**src/rtl/uart_link_pkg.sv**
```systemverilog
// Shared types and constants for the UART host link engine.
// Debug command bytes match the MIPS debug unit's command decoder.
package uart_link_pkg;

  typedef enum logic [1:0] {
    IDLE = 2'd0,
    SEND = 2'd1,
    GAP  = 2'd2
  } tx_state_e;

  localparam logic KIND_CMD  = 1'b0;
  localparam logic KIND_WORD = 1'b1;

  localparam logic [7:0] CMD_LOAD      = 8'h02;
  localparam logic [7:0] CMD_REGS      = 8'h03;
  localparam logic [7:0] CMD_LATCH_IF  = 8'h04;
  localparam logic [7:0] CMD_LATCH_ID  = 8'h05;
  localparam logic [7:0] CMD_LATCH_EX  = 8'h06;
  localparam logic [7:0] CMD_LATCH_MEM = 8'h07;
  localparam logic [7:0] CMD_CONT      = 8'h08;
  localparam logic [7:0] CMD_STEP_MODE = 8'h09;
  localparam logic [7:0] CMD_STEP      = 8'h0A;
  localparam logic [7:0] CMD_END_LOAD  = 8'h0C;
  localparam logic [7:0] CMD_RUN       = 8'h0D;

  // Width of an index that must address n entries (never zero).
  function automatic int unsigned idx_width(int unsigned n);
    return (n > 1) ? $clog2(n) : 1;
  endfunction

endpackage

```
**src/rtl/uart_host_link_if.sv**
```systemverilog
// Host request / uart_tx / uart_rx signal bundle for uart_host_link.
// slave is the link engine side, master the host/sequencer side.
interface uart_host_link_if #(
  parameter int WORD_BYTES = 4
);
  logic                    i_req_valid;
  logic                    i_req_kind;
  logic [8*WORD_BYTES-1:0] i_req_payload;
  logic                    o_req_ready;

  logic                    o_tx_start;
  logic [7:0]              o_tx_data;
  logic                    i_tx_done;

  logic                    i_rx_valid;
  logic [7:0]              i_rx_data;
  logic [8*WORD_BYTES-1:0] o_rx_word;
  logic                    o_rx_word_valid;
  logic                    o_rx_timeout;

  modport slave (
    input  i_req_valid,
    input  i_req_kind,
    input  i_req_payload,
    output o_req_ready,
    output o_tx_start,
    output o_tx_data,
    input  i_tx_done,
    input  i_rx_valid,
    input  i_rx_data,
    output o_rx_word,
    output o_rx_word_valid,
    output o_rx_timeout
  );

  modport master (
    output i_req_valid,
    output i_req_kind,
    output i_req_payload,
    input  o_req_ready,
    input  o_tx_start,
    input  o_tx_data,
    output i_tx_done,
    output i_rx_valid,
    output i_rx_data,
    input  o_rx_word,
    input  o_rx_word_valid,
    input  o_rx_timeout
  );
endinterface

```
**src/rtl/uart_rx_word_assembler.sv**
```systemverilog
// Packs received UART bytes into words, LSB lane first, and drops
// partial words that stall longer than TIMEOUT_CYCLES clocks.
module uart_rx_word_assembler
  import uart_link_pkg::*;
#(
  parameter int WORD_BYTES     = 4,
  parameter int TIMEOUT_CYCLES = 65536
) (
  input  logic                    i_clk,
  input  logic                    i_rst,
  input  logic                    i_rx_valid,
  input  logic [7:0]              i_rx_data,
  output logic [8*WORD_BYTES-1:0] o_rx_word,
  output logic                    o_rx_word_valid,
  output logic                    o_rx_timeout
);

  localparam int IW = idx_width(WORD_BYTES);
  localparam int TW =
    (TIMEOUT_CYCLES > 0) ? $clog2(TIMEOUT_CYCLES + 1) : 1;
  localparam logic [IW-1:0] LAST = IW'(WORD_BYTES - 1);
  localparam logic [TW-1:0] TLIM = TW'(TIMEOUT_CYCLES);
  localparam bit TMO_EN = (TIMEOUT_CYCLES > 0);

  logic [WORD_BYTES-1:0][7:0] lane_q, lane_d;
  logic [IW-1:0]              idx_q, idx_d;
  logic [TW-1:0]              tmo_q, tmo_d;
  logic                       wv_q, wv_d;
  logic                       to_q, to_d;
  logic                       expire;

  always_ff @(posedge i_clk or posedge i_rst) begin
    if (i_rst) begin
      lane_q <= '0;
      idx_q  <= '0;
      tmo_q  <= '0;
      wv_q   <= 1'b0;
      to_q   <= 1'b0;
    end else begin
      lane_q <= lane_d;
      idx_q  <= idx_d;
      tmo_q  <= tmo_d;
      wv_q   <= wv_d;
      to_q   <= to_d;
    end
  end

  // A byte arriving on the expiry cycle takes priority over the timeout.
  always_comb begin
    lane_d = lane_q;
    idx_d  = idx_q;
    tmo_d  = tmo_q;
    wv_d   = 1'b0;
    to_d   = 1'b0;
    expire = TMO_EN && (idx_q != '0) && (tmo_q == TLIM);
    if (i_rx_valid) begin
      lane_d[idx_q] = i_rx_data;
      tmo_d         = '0;
      if (idx_q == LAST) begin
        idx_d = '0;
        wv_d  = 1'b1;
      end else begin
        idx_d = idx_q + IW'(1);
      end
    end else if (expire) begin
      idx_d = '0;
      tmo_d = '0;
      to_d  = 1'b1;
    end else if ((idx_q != '0) && (tmo_q != '1)) begin
      tmo_d = tmo_q + TW'(1);
    end
  end

  assign o_rx_word       = lane_q;
  assign o_rx_word_valid = wv_q;
  assign o_rx_timeout    = to_q;

endmodule

```
**src/rtl/uart_host_link.sv**
```systemverilog
// Host-side UART debug link: serialises commands/words into uart_tx
// bytes and reassembles uart_rx bytes into words.
module uart_host_link
  import uart_link_pkg::*;
#(
  parameter int WORD_BYTES     = 4,
  parameter int TIMEOUT_CYCLES = 65536
) (
  input  logic              i_clk,
  input  logic              i_rst,
  uart_host_link_if.slave   bus
);

  localparam int CW = $clog2(WORD_BYTES + 1);
  localparam int PW = 8 * WORD_BYTES;

  tx_state_e       state_q, state_d;
  logic [PW-1:0]   pay_q, pay_d;
  logic [CW-1:0]   cnt_q, cnt_d;

  always_ff @(posedge i_clk or posedge i_rst) begin
    if (i_rst) begin
      state_q <= IDLE;
      pay_q   <= '0;
      cnt_q   <= '0;
    end else begin
      state_q <= state_d;
      pay_q   <= pay_d;
      cnt_q   <= cnt_d;
    end
  end

  // cnt_q holds the bytes still owed, including the one on the wire.
  always_comb begin
    state_d = state_q;
    pay_d   = pay_q;
    cnt_d   = cnt_q;
    unique case (state_q)
      IDLE: begin
        if (bus.i_req_valid) begin
          pay_d   = bus.i_req_payload;
          cnt_d   = (bus.i_req_kind == KIND_WORD)
                    ? CW'(WORD_BYTES) : CW'(1);
          state_d = SEND;
        end
      end
      SEND: begin
        if (bus.i_tx_done) state_d = GAP;
      end
      GAP: begin
        if (!bus.i_tx_done) begin
          if (cnt_q > CW'(1)) begin
            cnt_d   = cnt_q - CW'(1);
            pay_d   = pay_q >> 8;
            state_d = SEND;
          end else begin
            state_d = IDLE;
          end
        end
      end
      default: state_d = IDLE;
    endcase
  end

  assign bus.o_req_ready = (state_q == IDLE);
  assign bus.o_tx_start  = (state_q == SEND);
  assign bus.o_tx_data   = pay_q[7:0];

  uart_rx_word_assembler #(
    .WORD_BYTES     (WORD_BYTES),
    .TIMEOUT_CYCLES (TIMEOUT_CYCLES)
  ) u_rx (
    .i_clk           (i_clk),
    .i_rst           (i_rst),
    .i_rx_valid      (bus.i_rx_valid),
    .i_rx_data       (bus.i_rx_data),
    .o_rx_word       (bus.o_rx_word),
    .o_rx_word_valid (bus.o_rx_word_valid),
    .o_rx_timeout    (bus.o_rx_timeout)
  );

endmodule

```
**src/flat_wrapper.sv**
```systemverilog
// flat-port wrapper written by rule: the top's interface ports become plain ports
module uart_host_link_flat import uart_link_pkg::*;
#(
  parameter int WORD_BYTES     = 4,
  parameter int TIMEOUT_CYCLES = 65536
)
  (i_clk, i_rst, bus_i_req_valid, bus_i_req_kind, bus_i_req_payload, bus_o_req_ready, bus_o_tx_start, bus_o_tx_data, bus_i_tx_done, bus_i_rx_valid, bus_i_rx_data, bus_o_rx_word, bus_o_rx_word_valid, bus_o_rx_timeout);
  uart_host_link_if #(.WORD_BYTES(WORD_BYTES)) bus_i ();
  input  logic i_clk;
  input  logic i_rst;
  input wire logic [$bits(bus_i.i_req_valid)-1:0] bus_i_req_valid;
  input wire logic [$bits(bus_i.i_req_kind)-1:0] bus_i_req_kind;
  input wire logic [$bits(bus_i.i_req_payload)-1:0] bus_i_req_payload;
  output wire logic [$bits(bus_i.o_req_ready)-1:0] bus_o_req_ready;
  output wire logic [$bits(bus_i.o_tx_start)-1:0] bus_o_tx_start;
  output wire logic [$bits(bus_i.o_tx_data)-1:0] bus_o_tx_data;
  input wire logic [$bits(bus_i.i_tx_done)-1:0] bus_i_tx_done;
  input wire logic [$bits(bus_i.i_rx_valid)-1:0] bus_i_rx_valid;
  input wire logic [$bits(bus_i.i_rx_data)-1:0] bus_i_rx_data;
  output wire logic [$bits(bus_i.o_rx_word)-1:0] bus_o_rx_word;
  output wire logic [$bits(bus_i.o_rx_word_valid)-1:0] bus_o_rx_word_valid;
  output wire logic [$bits(bus_i.o_rx_timeout)-1:0] bus_o_rx_timeout;
  assign bus_i.i_req_valid = bus_i_req_valid;
  assign bus_i.i_req_kind = bus_i_req_kind;
  assign bus_i.i_req_payload = bus_i_req_payload;
  assign bus_o_req_ready = bus_i.o_req_ready;
  assign bus_o_tx_start = bus_i.o_tx_start;
  assign bus_o_tx_data = bus_i.o_tx_data;
  assign bus_i.i_tx_done = bus_i_tx_done;
  assign bus_i.i_rx_valid = bus_i_rx_valid;
  assign bus_i.i_rx_data = bus_i_rx_data;
  assign bus_o_rx_word = bus_i.o_rx_word;
  assign bus_o_rx_word_valid = bus_i.o_rx_word_valid;
  assign bus_o_rx_timeout = bus_i.o_rx_timeout;
  uart_host_link #(.WORD_BYTES(WORD_BYTES), .TIMEOUT_CYCLES(TIMEOUT_CYCLES)) u_core (.i_clk(i_clk), .i_rst(i_rst), .bus(bus_i));
endmodule
```
**config.mk**
```make
export PLATFORM = sky130hd
export DESIGN_NAME = uart_host_link_flat
export DESIGN_NICKNAME = d
export VERILOG_FILES = /design/src/rtl/uart_link_pkg.sv /design/src/rtl/uart_host_link_if.sv /design/src/rtl/uart_rx_word_assembler.sv /design/src/rtl/uart_host_link.sv /design/src/flat_wrapper.sv
export SDC_FILE = /design/constraint.sdc
export NUM_CORES = 1
export LEC_CHECK = 0
export ABC_CLOCK_PERIOD_IN_PS = 4100
export CAP_MARGIN = 20
export CELL_PAD_IN_SITES_DETAIL_PLACEMENT = 0
export CELL_PAD_IN_SITES_GLOBAL_PLACEMENT = 1
export CORE_MARGIN = 3
export CORE_UTILIZATION = 30
export DETAILED_ROUTE_END_ITERATION = 10
export GPL_TIMING_DRIVEN = 0
export PLACE_DENSITY = 0.67
export SLEW_MARGIN = 15
export SYNTH_ARGS = -nofsm -noshare
export SYNTH_HDL_FRONTEND = slang
export SYNTH_SLANG_ARGS = --single-unit
```
**constraint.sdc**
```tcl
create_clock -name i_clk -period 4.1 [get_ports i_clk]
set_input_delay 1.025 -clock i_clk [delete_from_list [all_inputs] [get_ports i_clk]]
set_output_delay 1.025 -clock i_clk [all_outputs]
set_load 0.05 [all_outputs]
```
==> flow_summary_export.csv <==
group,metric,value,unit
clocking,cts.path.max_buffers,2,
sta,fin_worst_skew,4.07,ps
power,combPwrFrac,0.480,
clocking,cts_resized,0,
run_status,status,"finished, final reports clean",
sta,max_slew_margin,0.483,
sta,final-hold-violation-count,0,
routing,drc_errors,0,
place,dp.cells,646,
synthesis,synth-seq-cells,90,
grt,track_usage,0.139,
power,netSwitchingPower,1920,uW
critical_path,slowest_stage,"clkdlybuf4s50_1",
routing,dr.pass1.iters,4,
place,portBuffers,88,
clocking,cts_hold_buffers,0,
die,rows,42,
synthesis,yosysWarnings,0,
power,netSwitchingFraction,0.421,
grt,grt_overflow,0,
critical_path,arrival,1830,ps
routing,post_drt_wl_per_cell,14.8,um
clocking,clock_latency,340,ps
cells_and_area,num-fill-cells,1315,
power,pwr-share-seq,0.322,
cells_and_area,drive_gt1_frac,0.146,
clocking,ctsHtreeMaxLevel,3,
critical_path,critical_path_class,"reg2out",
routing,dr_total_vias,3095,
sta,setup-violations-final,0,
clocking,cts_tree,"done",
routing,vias_per_cell,4.68,
synthesis,synth_edf_count,0,
cells_and_area,final_cell_mix,"dfrtp_1 (90), clkdlybuf4s50_1 (88), nand2_1 (64)",
sta,post-route-period-util,0.697,
clocking,root_buffer,"clkbuf_16",
routing,ant_nets,0,
routing,drt-total-wl,9810,um
sta,fmax,350,MHz
place,gp_congestion,0.822,
die,fp.dieW,123,um
die,pin_count,90,
synthesis,synth_cell_type_count,38,
clocking,cts_made_buffers,9,
grt,antenna_found_initial,0,
hold_path,hold_path_class,"reg2reg",
critical_path,cp_cell_sequence,"nand2b_1 > inv_1 > clkdlybuf4s50_1",
sta,grt_setup_unrepaired,"false",
grt,grt_pass1_wl,16400,um
grt,grt_pass1_vias,3292,
sta,tns,0,ps
flow_run,cap_violations,0,
cells_and_area,nets,536,
power,p_int,2640,uW
synthesis,syn-cell-area,4110,sq um
cells_and_area,stdcell_count,662,
die,core-area,13300,sq um
critical_path,endpoint_kind,"output pin",
power,ir_drop,0.000349,V
power,power_leakage,0.00232,uW
hold_path,holdPathStages,1,
sta,worst_pin_slew,773,ps
synthesis,yosysSeqAreaShare,0.548,
synthesis,netlist_instances,381,
critical_path,required,3070,ps
cells_and_area,final_common_cell,"dfrtp_1",
sta,hold_slack,500,ps
clocking,cts_setup_buffers,0,
synthesis,synthArstFlopShare,1.00,
die,dieHeight,123,um
power,powerDensity,820,nW/um^2
clocking,cts_sinks,90,
critical_path,critPathMaxFanout,5,
routing,drt_iter0_drc,157,
power,p_clk_frac,0.198,
cells_and_area,syn_to_final_growth,35.5,%
critical_path,cp-start-kind,"register",
die,start_util,0.308,
synthesis,avgSynthCellArea,10.8,sq um
critical_path,cpPeakStageDelay,810,ps
synthesis,synthFlopType,"dfrtp_1",
synthesis,syn_nets,436,
sta,slew_viol_final,0,
critical_path,reg2reg_depth,8,
sta,period_needed,2860,ps
die,die_area,15100,sq um
place,dp_hpwl,7140,um
grt,grt_max_degree,54,
cells_and_area,diodes,0,
clocking,clk_pin_slew,60,ps
==> state kept, by name, indices dropped and copies added (netlist names) <==
signal,flops
u_core.u_rx.o_rx_word_valid,1
u_core.u_rx.tmo_q,17
u_core.cnt_q,3
u_core.pay_q,32
u_core.u_rx.o_rx_word,32
u_core.u_rx.o_rx_timeout,1
u_core.u_rx.idx_q,2
u_core.state_q,2
==> routing by layer <==
layer	routed length [um]	share of wire	GRT usage	vias to the layer above
met5	0	0	0	-
met4	106	0.011	0.0311	0
met3	559	0.057	0.0462	9
met2	4710	0.48	0.234	80
met1	4440	0.45	0.173	1497
li1	-	-	-	1509
==> critical path: cells and delay by family, from the launching register on <==
kind / cells / cell delay [ps]
buffers and inverters: 2 / 880
flip-flops: 1 / 410
AND/OR/NAND/NOR: 1 / 190
==> stage by stage <==
step	util	power [uW]	area (sq um)	setup slack (ps)
final	0.417	4570	5570	1240
after global routing	0.417	4840	5570	1160
after CTS	0.417	4630	5570	1220
after detailed placement	0.393	3710	5240	1320
after global placement	0.391	3670	5210	-732
after floorplan	-	2980	4110	740
==> synthesized netlist by cell type, drive strengths merged (7+ instances only) <==
cell    number  share of area
mux2        33          0.090
xnor2       11          0.023
nand2       64          0.058
nor2        23          0.021
a31oi       24          0.037
a22o         9          0.019
nor4         7          0.012
buf         15          0.024
clkbuf      12          0.011
ha           9          0.027
inv         15          0.014
nor3        28          0.034
dfrtp       90           0.55
==> cell families after synthesis <==
group           count (synthesis)  synth area share
compound gates                 52            0.0895
fa+ha+maj                       9            0.0274
flops                          90             0.548
mux                            33            0.0904
xor+xnor                       14            0.0298
buf+inv                        42            0.0484
simple gates                  141             0.167
==> power by group through the flow <==
stage | combinational [uW] | clock (uW) | sequential, uW
6_report | 2190 | 903 | 1470
2_1_floorplan | 971 | 0 | 2010
3_5_place_dp | 2220 | 0 | 1490
3_3_place_gp | 2190 | 0 | 1480
5_1_grt | 2350 | 970 | 1520
4_1_cts | 2220 | 926 | 1480
==> path summary, 6_finish.rpt <==
| check | startpoint | endpoint | slack [ps] |
|---|---|---|---|
| max | u_core.state_q[1] | bus_o_tx_start | 1240 |
| min | u_core.pay_q[26] | u_core.pay_q[26] | 500 |
| max reg2reg | u_core.u_rx.tmo_q[2] | u_core.u_rx.tmo_q[15] | 1620 |
| min reg2reg | u_core.pay_q[26] | u_core.pay_q[26] | 500 |
| max in group asynchronous | i_rst | u_core.pay_q[29] | 2400 |
| min in group asynchronous | i_rst | u_core.u_rx.o_rx_word[24] | 1070 |
==> area by class of cell <==
cell class                      instances  area, sq um  area share
Sequential cell                        90         2250       0.404
Clock buffer                           10          239      0.0429
Inverter                               15         58.8      0.0106
Timing Repair Buffer                   89          908       0.163
Buffer                                 27          143      0.0256
Multi-Input combinational cell        249         1660       0.298
Clock inverter                          6         90.1      0.0162
Tap cell                              176          220      0.0395
No activity file was read; power rests on OpenSTA's default activity.
